<file path="src/rtl/data_sram_ctrl_pkg.sv">
// Shared types for the data-side SRAM-like handshake controller.
// Holds the controller state encoding and the access-size codes.
package data_sram_ctrl_pkg;

    typedef enum logic [2:0] {
        IDLE   = 3'd0,
        ADDR   = 3'd1,
        DATA   = 3'd2,
        DONE   = 3'd3,
        CANCEL = 3'd4
    } dsram_state_t;

    typedef enum logic [1:0] {
        SZ_BYTE = 2'd0,
        SZ_HALF = 2'd1,
        SZ_WORD = 2'd2
    } dsram_size_t;

endpackage

</file>
<file path="src/rtl/data_sram_ctrl.sv">
// Memory-stage to SRAM-like bus controller: issues each access once, captures load data.
// Latency: best case 2 stall cycles (addr_ok same cycle, data_ok next), released in DONE.
// Backpressure: m_stall holds the stage until data_ok; optional perf counters under DATA_SRAM_CTRL_PERF_EN.
module data_sram_ctrl
    import data_sram_ctrl_pkg::*;
#(
    parameter int ADDR_W = 32,
    parameter int DATA_W = 32
`ifdef DATA_SRAM_CTRL_PERF_EN
    ,
    parameter int PERF_W = 32
`endif
) (
    input  logic              clk,
    input  logic              rst,
    input  logic              m_data_req,
    input  logic              m_data_wr,
    input  logic [1:0]        m_data_size,
    input  logic [ADDR_W-1:0] m_data_addr,
    input  logic [DATA_W-1:0] m_data_wdata,
    input  logic              flush,
    input  logic              ext_stall,
    output logic              m_stall,
    output logic [DATA_W-1:0] m_rdata,
    output logic              data_req,
    output logic              data_wr,
    output logic [1:0]        data_size,
    output logic [ADDR_W-1:0] data_addr,
    output logic [DATA_W-1:0] data_wdata,
    input  logic              data_addr_ok,
    input  logic              data_data_ok,
    input  logic [DATA_W-1:0] data_rdata
`ifdef DATA_SRAM_CTRL_PERF_EN
    ,
    output logic [PERF_W-1:0] perf_req_cnt,
    output logic [PERF_W-1:0] perf_stall_cnt
`endif
);

    dsram_state_t state;
    logic         req_go;

    assign req_go = m_data_req && !flush;

    // The stage keeps these stable while stalled, so they go straight to the bus.
    assign data_wr    = m_data_wr;
    assign data_size  = m_data_size;
    assign data_addr  = m_data_addr;
    assign data_wdata = m_data_wdata;

    always_comb begin
        data_req = 1'b0;
        m_stall  = 1'b0;
        case (state)
            IDLE, ADDR: begin
                data_req = req_go;
                m_stall  = req_go;
            end
            DATA: begin
                m_stall = req_go;
            end
            CANCEL: begin
                // A killed access is still in flight; any new request must wait for it.
                m_stall = m_data_req;
            end
            default: begin
                data_req = 1'b0;
                m_stall  = 1'b0;
            end
        endcase
    end

    always_ff @(posedge clk) begin
        if (rst) begin
            state   <= IDLE;
            m_rdata <= '0;
        end else begin
            case (state)
                IDLE: begin
                    if (req_go) begin
                        state <= data_addr_ok ? DATA : ADDR;
                    end
                end
                ADDR: begin
                    if (flush) begin
                        state <= IDLE;
                    end else if (req_go && data_addr_ok) begin
                        state <= DATA;
                    end
                end
                DATA: begin
                    if (data_data_ok) begin
                        if (flush) begin
                            state <= IDLE;
                        end else begin
                            state   <= DONE;
                            m_rdata <= data_rdata;
                        end
                    end else if (flush) begin
                        state <= CANCEL;
                    end
                end
                DONE: begin
                    if (flush || !ext_stall) begin
                        state <= IDLE;
                    end
                end
                CANCEL: begin
                    if (data_data_ok) begin
                        state <= IDLE;
                    end
                end
                default: begin
                    state <= IDLE;
                end
            endcase
        end
    end

`ifdef DATA_SRAM_CTRL_PERF_EN
    always_ff @(posedge clk) begin
        if (rst) begin
            perf_req_cnt   <= '0;
            perf_stall_cnt <= '0;
        end else begin
            if (data_req && data_addr_ok) begin
                perf_req_cnt <= perf_req_cnt + 1'b1;
            end
            if (m_stall) begin
                perf_stall_cnt <= perf_stall_cnt + 1'b1;
            end
        end
    end
`endif

endmodule

</file>
<file path="config.mk">
export PLATFORM = sky130hd
export DESIGN_NAME = data_sram_ctrl
export DESIGN_NICKNAME = d
export VERILOG_FILES = /design/src/rtl/data_sram_ctrl_pkg.sv /design/src/rtl/data_sram_ctrl.sv
export SDC_FILE = /design/constraint.sdc
export NUM_CORES = 1
export LEC_CHECK = 0
export CAP_MARGIN = 25
export CORE_MARGIN = 2
export CORE_UTILIZATION = 31
export DETAILED_ROUTE_END_ITERATION = 10
export PLACE_DENSITY_LB_ADDON = 0.25
export SKIP_LAST_GASP = 1
export SYNTH_ARGS = -nofsm -noshare
export SYNTH_HDL_FRONTEND = slang
export SYNTH_SLANG_ARGS = --single-unit
</file>
<file path="constraint.sdc">
create_clock -name clk -period 3.2 [get_ports clk]
set_input_delay 0.48 -clock clk [delete_from_list [all_inputs] [get_ports clk]]
set_output_delay 0.48 -clock clk [all_outputs]
set_load 0.005 [all_outputs]
</file>
[Word-level counts from Yosys, hierarchy flattened]
Cells that the tools add are included.
Operators by class
  eq/ne operators: 9
  mux-type cells: 12
  bitwise gates (word level): 1
  reduce and logical (&&, ||, !) cells: 10
Operator list (count)
  2-to-1 mux 3 bit: 7
  case mux 3 bit (5 select lines): 1
  == test 3 x 2 -> 1 bit, second input constant: 2
  != test 2 bit, second input constant: 3
  != test 3 bit, second input constant: 2
  AND reduction 5 bit: 1
  2-to-1 mux 2 bit: 2
  == test 3 x 1 -> 1 bit, second input constant: 1
  == test 3 bit, second input constant: 1
  zero test 3 bit: 1
  AND reduction 3 bit: 1
  OR reduction 3 bit: 1
  logical AND 1 bit: 2
  zero test 1 bit: 2
  case mux 1 bit (2 select lines): 1
  OR reduction 2 bit: 1
  logical OR 1 bit: 1
  2-to-1 mux 1 bit: 1
  NOT 1 bit: 1
Word-level totals
  register bits after elaboration: 35
  input port bits: 106
  output and inout bits: 101
  word-level logic and storage cells: 34

[Depth between registers and ports, before layout]
Gate-level depths: netlist of run 1.
  depth in word-level cells: 6
  depth in mapped cells: 7
  depth with buffers taken out: 4

[Worst setup path after synthesis of run 1]
OpenSTA, ideal clock, no wires.
  path type: input port to flip-flop
  start point: input port rst
  end point: register m_rdata[0]
  library setup time: 0.143 ns
  arrival time: 1.199 ns
  data required time: 3.057 ns
  path slack: 1.858 ns
  stages on the path: 3
  buffers on the path: 2
  cell sequence: buf_1 -> clkbuf_1 -> a21oi_2
RTL lines
  start: declaration: line data_sram_ctrl.sv:15  | input logic rst,
  end signal: assignment: line data_sram_ctrl.sv:97  | m_rdata <= data_rdata;
  end: declaration: line data_sram_ctrl.sv:24  | output logic [DATA_W-1:0] m_rdata,
No word-level cell between the ends.

[Worst setup path in the final report of run 1]
  start point: input port flush
  end point: output port m_stall
On the way
  word-level cells in the longest chain between the ends: 3
RTL lines
  start: declaration: line data_sram_ctrl.sv:21  | input logic flush,
  zero test 1 bit: line data_sram_ctrl.sv:43  | assign req_go = m_data_req && !flush;
  logical AND 1 bit: line data_sram_ctrl.sv:43
  case mux 1 bit (2 select lines): line data_sram_ctrl.sv:54  | case (state)
  end: declaration: line data_sram_ctrl.sv:23  | output logic m_stall,
No other way between the ends.

==> metrics, run 1 <==
status=finished clean; switching power=200.2 uW; wire per inst=12.27 um; nets=351; Post-synth EDFFs=0; crit-path most repeated cell=clkdlybuf4s50_1; DRT Pass-1 Iters=4; largest net degree at the start of global routing=37; clock power share=34.5%; post-synth cell types=26; clk sinks=35; DRT iter0 DRCs=42; Synth Area in Adders=0%; worst skew pair latency=0.28 ns; GPL Wtd Cong=0.7682; crit share post-route=76.95%; mux cell area share after synthesis=1.495%; HP Class=reg2reg; CP endpoint kind=output port; CP Class=in2out; Post-synth top flop=dfxtp_1; Placement Rows=29; post-synthesis async set-or-reset flop share=0%; Power Internal=667.8 uW; Final HPWL DP=2.692 mm; Logic pwr share=13.2%; Simple-Gate Fraction of Synth Area=19.13%; Relative slew margins=38.07%; Total Routing Usage GR=11.33%; Post-CTS Resized=0; Avg Vias per Cell=4.477; Mapped Cells=246; share of layout cells above drive strength 1=13.01%; Routed WL=3.963 mm; first-pass GRT wire length=6.561 mm; Leakage=0.0007500 uW; I/O Pins=207; Worst Tran Pin Value=0.9255 ns; crit path DAT=1.98 ns; Crit-path slowest cell=clkdlybuf4s50_1; vias in the first global route=1426; Sw Share=23.06%; busiest grt layer=met2; Max FO, Critical Path=7; max incr delay on CP=0.61 ns; antenna-violating nets left=0; met1 Usage GRT=12.96%; CTS Buffer Depth=2; largest family of logic cells by synthesized area=buffers and inverters; synth cell count leaders=buf_4, nand2_1, dfxtp_1; Mapped Avg Cell Area=8.163 um^2; startpoint types=input port; Util after Layout=36.74%; grt total ovfl=0; Final setup viols=0; met2 Usage GRT=16.82%; initial core utilization=31.81%; Die Ht=84.49 um; Core Area=0.006314 mm^2; min Tclk post-route=2.462 ns; CTS root buf=clkbuf_8; # Post-CTS Setup Buffers=0; clk slew on worst S/H paths=0.06 ns; TritonCTS clock tree=done; met3 Use GR=4.818%; diode count=0; worst-case reg-to-reg path depth=4; CP cell instances=clkdlybuf4s50_1 > nor2_4 > a21oi_1 > nor2_1 > o21a_1 > clkdlybuf4s50_1; initial antenna violation count=0; sequential share of the synthesized area=34.89%; CTS Hold Bufs=0; Area contributors post-synth=dfxtp_1, buf_4, nand2_1; Cell Area, Synth=0.002008 mm^2; MaxCap Viol Count=0; htree depth=2; share of power burned in registers=52.2%; Pwr Density=374.2 mW/mm^2; synthesis warning total=0; total nets after synthesis=352; Slew Viols, Final=0; post-synth top area share=34.89%; FMAX=406.1 MHz; Worst Hold Path Cells=2; Die X=84.49 um; Synth Area in XOR/XNOR=0%; Final Hold Vio Count=0; DRC=0; Compound-Gate Fraction of Synth Area=14.14%; Setup Skew=0.002971 ns; area leader, netlist=dfxtp_1; CTS Buf Count=5; RSZ-0062 raised after global routing=no; synthesis-stage register bit count=35; Layout Area Growth over Synthesis=15.51%; via count=1446; Die Area=0.007138 mm^2; hold slack=0.4545 ns; Port-buffer cells=72; WP data required=2.72 ns; maximum vdd ir drop=0.1564 mV; Setup TNS=0 ns
-- kinds of logic after synthesis --
| family | Yosys count |
|---|---|
| buf+inv | 83 |
| simple gates | 87 |
| compound gates | 38 |
| flops | 35 |
| mux | 3 |
-- power groups by stage --
stage / clock, uW / sequential (uW) / combinational (uW)
after global routing: 342 / 455 / 126
after detailed placement: 0 / 463 / 116
final: 300 / 453 / 115
after floorplan: 0 / 458 / 123
after global placement: 0 / 463 / 116
after CTS: 318 / 453 / 117
-- critical path, delay by kind of cell --
kind	cells	cell delay [ns]
buffers and inverters	2	1.05
AND/OR/NAND/NOR	2	0.12
AO/OA/AOI/OAI	2	0.33
-- cell type report --
type / count / area [um^2]
clock buffers: 7 / 76.32
clock inverters: 1 / 5.005
fillers: 691 / 3994
inverters: 2 / 7.507
multi-input cells: 128 / 698.2
flip-flops and latches: 35 / 700.7
well taps: 77 / 96.34
repair buffers: 73 / 735.7
-- metrics by stage --
stage          setup slack [ns]  power, uW  std cells  area, um^2
2_1_floorplan             1.858      581.2        246        2008
3_3_place_gp             0.6655      579.7        315        2238
3_5_place_dp             0.6603      579.6        315        2238
4_1_cts                  0.7373      888.5        323        2320
5_1_grt                  0.6728      923.0        323        2320
6_report                 0.7375      868.0        323        2320
-- layer usage --
metal,vias up,part of all wire (%)
li1,713,-
met1,637,43
met2,64,43
met3,32,9.2
met4,0,4.1
met5,-,0
-- placed cells by master, fill, tap and decap left out, types with 2 or more instances in the layout --
| cell type | Yosys | final |
|---|---|---|
| clkbuf_1 | 3 | 2 |
| nand3_1 | 2 | 2 |
| nand3b_1 | 2 | 2 |
| o21ai_0 | 2 | 2 |
| nor3_1 | 3 | 3 |
| a21oi_2 | 21 | 21 |
| a21oi_1 | 12 | 12 |
| clkdlybuf4s50_1 | 0 | 71 |
| nand2b_1 | 3 | 3 |
| nand2_1 | 68 | 68 |
| dfxtp_1 | 35 | 35 |
| nor2_1 | 3 | 3 |
| mux2i_1 | 3 | 3 |
| clkbuf_8 | 0 | 5 |
| inv_1 | 2 | 2 |
-- sequential cells by signal (all words and copies together) (netlist names) --
| signal | count |
|---|---|
| m_rdata | 32 |
| state | 3 |
-- worst paths after layout --
kind | from | end | slack, ns
max | flush | m_stall | 0.74
min | m_rdata[22] | m_rdata[22] | 0.45
max reg2reg | state[2] | m_rdata[15] | 1.31
min reg2reg | m_rdata[22] | m_rdata[22] | 0.45
Note: power is estimated with default switching activity, not from simulation.
==> run 2: changes to the inputs <==
--- a/config.mk
+++ b/config.mk
@@ -7,7 +7,7 @@
 export LEC_CHECK = 0
 export CAP_MARGIN = 25
 export CORE_MARGIN = 2
-export CORE_UTILIZATION = 31
+export CORE_UTILIZATION = 29
 export DETAILED_ROUTE_END_ITERATION = 10
 export PLACE_DENSITY_LB_ADDON = 0.25
 export SKIP_LAST_GASP = 1
==> constraint.sdc (replaced) <==
create_clock -name clk -period 2.3 [get_ports clk]
set_input_delay 0.345 -clock clk [delete_from_list [all_inputs] [get_ports clk]]
set_output_delay 0.345 -clock clk [all_outputs]
set_load 0.005 [all_outputs]
==> run 2 against run 1 <==
Sequential share of layout area fell by 0.39 points. Die area grew 6.6%. Sequential power rose by 39%. Worst hold slack worse by 0.0020 ns. Worst setup slack got worse by 0.49 ns. Wire length rose by 0.35%. Sequential cell count unchanged. Largest power group unchanged. Via count up 1.3%. Final area rose by 1.3%. Combinational power increased by 41%. Register-to-register slack lost 0.38 ns. Clock skew about the same.
==> metrics, run 2 (same netlist as run 1, synthesis figures left out) <==
WP data required=1.96 ns (-0.76 ns); Setup TNS=0 ns (unchanged); worst skew pair latency=0.28 ns (about the same); vias in the first global route=1386 (-2.8%); CP endpoint kind=output port; Core Area=0.006756 mm^2 (+7.0%); DP Worst Slack=0.1079 ns (-0.5524 ns); placement-stage cell area=0.002260 mm^2 (+0.95%); largest net degree at the start of global routing=27 (-27%); clk sinks=35 (unchanged); Regs by FF count=m_rdata: 32 flops, state: 3 flops; CP Class=reg2out; commonest non-fill, non-tap cell in the layout=clkdlybuf4s50_1; Top reg by flops=m_rdata; CTS Buf Count=5 (unchanged); status=finished clean; MaxCap Viol Count=0 (unchanged); Finished Layout Cells=329 (+1.9%); CTS Hold Bufs=0 (unchanged); Pwr Density=526.6 mW/mm^2 (+41%); Crit-path slowest cell=dfxtp_1; dpl cells=322 (+2.2%); Routed WL=3.977 mm (+0.35%); Port-buffer cells=72 (unchanged); diode count=0 (unchanged); grt total ovfl=0 (unchanged); Die Ht=87.22 um (+3.2%); Final Hold Vio Count=0 (unchanged); Setup Skew=0.003366 ns (+0.0003951 ns); Post-CTS Resized=0 (unchanged); Final HPWL DP=2.777 mm (+3.1%); initial core utilization=29.72% (-2.1 points); DRC=0 (unchanged); # Post-CTS Setup Buffers=0 (unchanged); max incr delay on CP=0.51 ns (-0.10 ns); clk slew on worst S/H paths=0.07 ns (about the same); Finished Cell Area=0.002350 mm^2 (+1.3%); CTS Buffer Depth=2 (unchanged); Max FO, Critical Path=10 (+3); antenna-violating nets left=0 (unchanged); I/O Pins=207 (unchanged); HP Class=reg2reg; Worst Tran Pin Value=0.5994 ns (-0.3261 ns); htree depth=2 (unchanged); maximum vdd ir drop=0.1729 mV (+11%); wire per inst=12.09 um (-1.5%); Die X=87.22 um (+3.2%); nets=355 (+1.1%); Placement Rows=30 (+3.4%); Util after Layout=34.78% (-2.0 points); FMAX=486.7 MHz; TritonCTS clock tree=done; Relative slew margins=60.04% (+22 points); via count=1465 (+1.3%); GPL Wtd Cong=0.7581 (-1.3%); RSZ-0062 raised after global routing=no; Final setup viols=0 (unchanged); startpoint types=register; Total Routing Usage GR=10.32% (-1.0 points); number of flip-flops in the largest register=32 (unchanged); Slew Viols, Final=0 (unchanged); share of layout cells above drive strength 1=14.86% (+1.9 points); most frequent cells in the layout=clkdlybuf4s50_1, nand2_1, dfxtp_1; initial antenna violation count=0 (unchanged); first-pass GRT wire length=6.306 mm (-3.9%); Avg Vias per Cell=4.453 (-0.53%); final setup margin=0.2452 ns (-0.4924 ns); Die Area=0.007606 mm^2 (+6.6%); crit path buf inv count=2 (unchanged); crit path DAT=1.71 ns (-0.27 ns); crit share post-route=89.34%; DRT Pass-1 Iters=4 (unchanged); CP delay by family, top=buffers and inverters; CTS root buf=clkbuf_8; DRT iter0 DRCs=25 (-40%); CP cell instances=inv_1 > a21oi_1 > nor2_1 > o21a_1 > clkdlybuf4s50_1; min Tclk post-route=2.055 ns; Leakage=0.0007799 uW (+4.0%); Layout Area Growth over Synthesis=17.01%
run 2: cell count changes in the layout (fill, tap and decap cells not counted):
cell / change
clkbuf_1: -2
buf_4: +5
clkbuf_8: +1
buf_12: -1
clkdlybuf4s50_1: -1
dlymetal6s2s_1: +1
run 2: per-stage QoR:
step / hold WS (ns) / total power (uW)
after floorplan: 0.4527 / 808.6
after global placement: 0.4413 / 810.4
after detailed placement: 0.4472 / 808.5
after CTS: 0.4573 / 1263
after global routing: 0.4786 / 1306
final: 0.4525 / 1237
run 2: cell type report:
type	count	area (um^2)
fillers	710	4407
repair buffers	77	755.7
flip-flops and latches	35	700.7
multi-input cells	128	698.2
well taps	80	100.1
clock buffers	6	82.58
inverters	2	7.507
clock inverters	1	5.005
run 2: worst paths after layout:
path / startpoint / endpoint / slack (ns) / cells past startpoint
min reg2reg: m_rdata[7] / m_rdata[7] / 0.45 / 2
min: m_rdata[7] / m_rdata[7] / 0.45 / 2
max reg2reg: state[0] / state[0] / 0.93 / 4
max: state[1] / m_stall / 0.25 / 5
run 2: worst reg2reg max path, cell delays in order, from the launching register on:
cell and delay (ns):
dfxtp_1 0.52, nor4b_1 0.28, o21ai_0 0.16, nand3_1 0.15, mux2i_1 0.20
run 2: power breakdown:
part	internal, uW	switching, uW	total (uW)
Sequential	617	13.0	630
Clock	235	210	445
Combinational	101	61.4	162
Total	953	284	1240
run 2: metal layers:
layer	track usage, %	routed length, um
met2	15.68	1719
met1	12.51	1773
met4	5.734	100
met3	3.886	384
met5	0	0
